--- src/rtl/imm_gen.sv ---
// RV32I immediate generator: decodes the selected immediate format and registers it for one cycle.
// Optional feature: define IMM_GEN_CSR_EN to decode imm_sel=110 as the Z (CSR uimm) format.
module imm_gen (
  input  logic        clk,
  input  logic        rst_n,
  input  logic [31:0] imm_in,
  input  logic [2:0]  imm_sel,
  input  logic        in_valid,
  output logic [31:0] imm_out,
  output logic        out_valid
);

  typedef enum logic [2:0] {
    SelI     = 3'b000,
    SelShamt = 3'b001,
    SelS     = 3'b010,
    SelB     = 3'b011,
    SelU     = 3'b100,
    SelJ     = 3'b101,
    SelZ     = 3'b110,
    SelRsvd  = 3'b111
  } imm_sel_e;

  logic [31:0] w_imm;
  logic        w_sign;
  logic [31:0] r_imm;
  logic        r_valid;

  assign w_sign = imm_in[31];

  always_comb begin
    w_imm = 32'h0000_0000;
    unique case (imm_sel_e'(imm_sel))
      SelI:     w_imm = {{20{w_sign}}, imm_in[31:20]};
      SelShamt: w_imm = {27'b0, imm_in[24:20]};
      SelS:     w_imm = {{20{w_sign}}, imm_in[31:25], imm_in[11:7]};
      SelB:     w_imm = {{19{w_sign}}, imm_in[31], imm_in[7], imm_in[30:25], imm_in[11:8], 1'b0};
      SelU:     w_imm = {imm_in[31:12], 12'b0};
      SelJ:     w_imm = {{11{w_sign}}, imm_in[31], imm_in[19:12], imm_in[20], imm_in[30:21],
                         1'b0};
`ifdef IMM_GEN_CSR_EN
      SelZ:     w_imm = {27'b0, imm_in[19:15]};
`else
      SelZ:     w_imm = 32'h0000_0000;
`endif
      SelRsvd:  w_imm = 32'h0000_0000;
      default:  w_imm = 32'h0000_0000;
    endcase
  end

  // imm_out holds its last value on idle cycles; only out_valid drops.
  always_ff @(posedge clk or negedge rst_n) begin
    if (!rst_n) begin
      r_imm   <= 32'h0000_0000;
      r_valid <= 1'b0;
    end else begin
      r_valid <= in_valid;
      if (in_valid) begin
        r_imm <= w_imm;
      end
    end
  end

  assign imm_out   = r_imm;
  assign out_valid = r_valid;

endmodule

--- config.mk ---
export PLATFORM = sky130hd
export DESIGN_NAME = imm_gen
export DESIGN_NICKNAME = d
export VERILOG_FILES = /design/src/rtl/imm_gen.sv
export SDC_FILE = /design/constraint.sdc
export NUM_CORES = 1
export LEC_CHECK = 0
export BUFFER_PORTS_ARGS = -buffer_cell sky130_fd_sc_hd__buf_2
export CAP_MARGIN = 10
export CORE_MARGIN = 4
export CORE_UTILIZATION = 40
export CTS_CLUSTER_DIAMETER = 200
export DETAILED_ROUTE_END_ITERATION = 8
export PLACE_DENSITY = 0.71
export SLEW_MARGIN = 0
export SYNTH_ARGS = -nofsm -noshare
export SYNTH_HDL_FRONTEND = slang
export SYNTH_SLANG_ARGS = --single-unit
--- constraint.sdc ---
create_clock -name clk -period 0.9 [get_ports clk]
set_input_delay 0.09 -clock clk [delete_from_list [all_inputs] [get_ports clk]]
set_output_delay 0.09 -clock clk [all_outputs]
set_load 0.02 [all_outputs]
==> out/qor.yml <==
finish:
  multi_input_area_sq_um: 569
  area_growth_pct: 55.1
  fill_cells: 304
  register_area_sq_um: 826
  final_nets: 276
  drive_gt1_frac: 0.420
  n_antenna_cell: 0
cts:
  cts.sinks: 33
  cts_root_buffer: "clkbuf_8"
  cts_made_buffers: 5
  cts_max_path_buffers: 2
  htree_levels: 2
  clock_latency_ps: 280
  cts.reportedPaths.clkPinSlew_ps: 60
  cts_tree: "built"
drt:
  num_vias: 1379
  top_layer_used: "met4"
  drt-met1-wl_um: 1710
  wl_met2_um: 2040
  wl_per_cell_um: 14.2
  first_pass_iters: 4
  initialDrtViolationCount: 86
  wirelength_um: 4030
  drc: 0
  viasPerCell: 4.86
  antenna_left: 0
  wl_met3_um: 223
synth:
  yosysSeqAreaShare: 0.556
  yosys.area.top_type: "dfrtp_1"
  syn-cell-area_sq_mm: 0.00149
  synth_common_cells: "33 x dfrtp_1, 23 x a21oi_1, 15 x inv_1, 15 x nor2b_1"
  synth_top_cell_area_share: 0.556
  avgSynthCellArea_sq_um: 9.72
  synth_flop_cell: "dfrtp_1"
  ys_types: 26
  yosys_warnings: 0
  ys_async_sr_fraction: 1.00
  synth.area.top_cells: "dfrtp_1 56%, a21oi_1 7.7%, nor2b_1 6.3%"
  synth-edff-count: 0
  synth_cells: 153
  ys_ff_latch: 33
  synth_most_common_cell: "dfrtp_1"
  synth_nets: 191
global_routing:
  antenna_found_initial: 0
  grt_pass1_wl_um: 6220
  grt_pass1_vias: 1392
  gr-total-overflow: 0
  grt.total_usage: 0.180
  grt_max_degree: 22
sta:
  finalCritPeriodShare: 1.01
  hold_violations: 0
  grt_setup_unrepaired: "yes"
  max_slew.worst_pin.slew_ps: 295
  setup_slack_ps: -12.7
  setup_tns_ps: -26.4
  setup_viol: 7
  fmax_ghz: 1.10
  slew_viol_final: 0
  hold_ws_ps: 49.4
  slew_headroom: 0.804
  min_period_ps: 913
  finalClockSkew_ps: 0
setup_path:
  cpMaxStageDelayCell: "dfrtp_1"
  path_buf_inv: 1
  r2r_start: "imm_out[25]$_DFFE_PN0P_"
  crit_fanout: 2
  rr_worst_depth: 3
  critPathCaptureType: "primary output"
  crit_required_ps: 810
  critPathLaunchType: "register"
  rrSetupSlack_ps: 50
  critical_path.cell_chain: "buf_6"
  critPathTopFamily: "flip-flops"
  r2r_end: "imm_out[25]$_DFFE_PN0P_"
  cp_slowest_stage_delay_ps: 400
  cp.arrival_ps: 820
  crit_type: "reg2out"
place:
  hpwl_um: 2820
  place_congestion: 0.789
  numPortBuffers: 63
power_and_ir_drop:
  irDropWorstVdd_mv: 0.857
  p_per_area_mw_per_mm2: 1700
  p_leak_nw: 1.13
die:
  pin_count: 71
  fp.dieW_um: 69.0
  floorplan.initialDensity: 0.429
  rows: 21
  die_height_um: 69.0
  die-area_sq_mm: 0.00476
  core_area_sq_mm: 0.00347
job:
  drv_cap: 0
worst_hold_path:
  worstHoldPathType: "in2reg"
  holdPathEnd: "imm_out[14]$_DFFE_PN0P_"
  hold_start: "imm_in[14]"
  hold_depth: 3
status:
  violations: "negative setup slack"
  status: "finished, violations left"
layout by cell type, fill, tap and decap left out, drive strengths merged:
cell type,count
nand4b,1
nand2,8
o22ai,6
and2b,1
dfrtp,33
o21bai,1
o21ai,13
buf,86
a32oi,4
o31a,2
a21oi,23
dlygate4sd3,1
a31oi,1
nand2b,1
inv,15
mux2i,1
and2,1
clkbuf,7
and3b,1
a31o,1
nor2b,16
nor2,13
nand3,1
and4bb,1
final cells by class:
class                   count  area share
flip-flops and latches     33       0.358
multi-input cells          96       0.247
well taps                  46      0.0250
clock buffers               7      0.0374
inverters                  15      0.0244
repair buffers             87       0.308
worst max path at each step:
stage,startpoint,to,cells past startpoint
after global routing,imm_out[21]$_DFFE_PN0P_,imm_out[21],1
after CTS,imm_out[26]$_DFFE_PN0P_,imm_out[26],1
after floorplan,imm_sel[2],imm_out[10]$_DFFE_PN0P_,5
after detailed placement,imm_sel[0],imm_out[26]$_DFFE_PN0P_,5
after global placement,imm_sel[1],imm_out[17]$_DFFE_PN0P_,6
final,imm_out[26]$_DFFE_PN0P_,imm_out[26],1
state kept, by name, indices dropped and copies added (netlist names):
name       flops
out_valid      1
imm_out       32
routing by layer:
metal,up-vias,track usage
met1,650,0.215
li1,684,-
met3,5,0.0405
met2,40,0.310
met4,0,0.0730
met5,-,0
where the power goes:
part	switching (mW)	internal (mW)
clock network	0.485	0.606
registers	0.111	1.64
logic	0.525	0.553
total	1.12	2.79
cells by family (layout without fill, tap and decap cells):
group	after synthesis	after routing	share of synthesized area
buffers and inverters	24	109	0.0699
multiplexers	1	1	0.0152
AO/OA/AOI/OAI	51	51	0.197
AND/OR/NAND/NOR	44	44	0.162
flip-flops	33	33	0.556
timing repair:
item,in CTS,in global routing
hold endpoints to repair,33,0
hold buffers,1,0
gates resized for setup,64,8
setup buffers,4,5
setup endpoints to repair,32,38
through the flow:
step | setup slack, ps | area [sq um] | total power [mW] | utilization | instances
after global routing | -40.5 | 2310 | 4.13 | 0.665 | 284
after CTS | -27.1 | 2260 | 3.90 | 0.650 | 279
after detailed placement | -155 | 1930 | 2.57 | 0.556 | 267
after floorplan | -54.9 | 1500 | 2.20 | - | 153
after global placement | -140 | 1930 | 2.56 | 0.556 | 267
final | -12.7 | 2310 | 3.91 | 0.665 | 284
No activity file was read; power rests on OpenSTA's default activity.
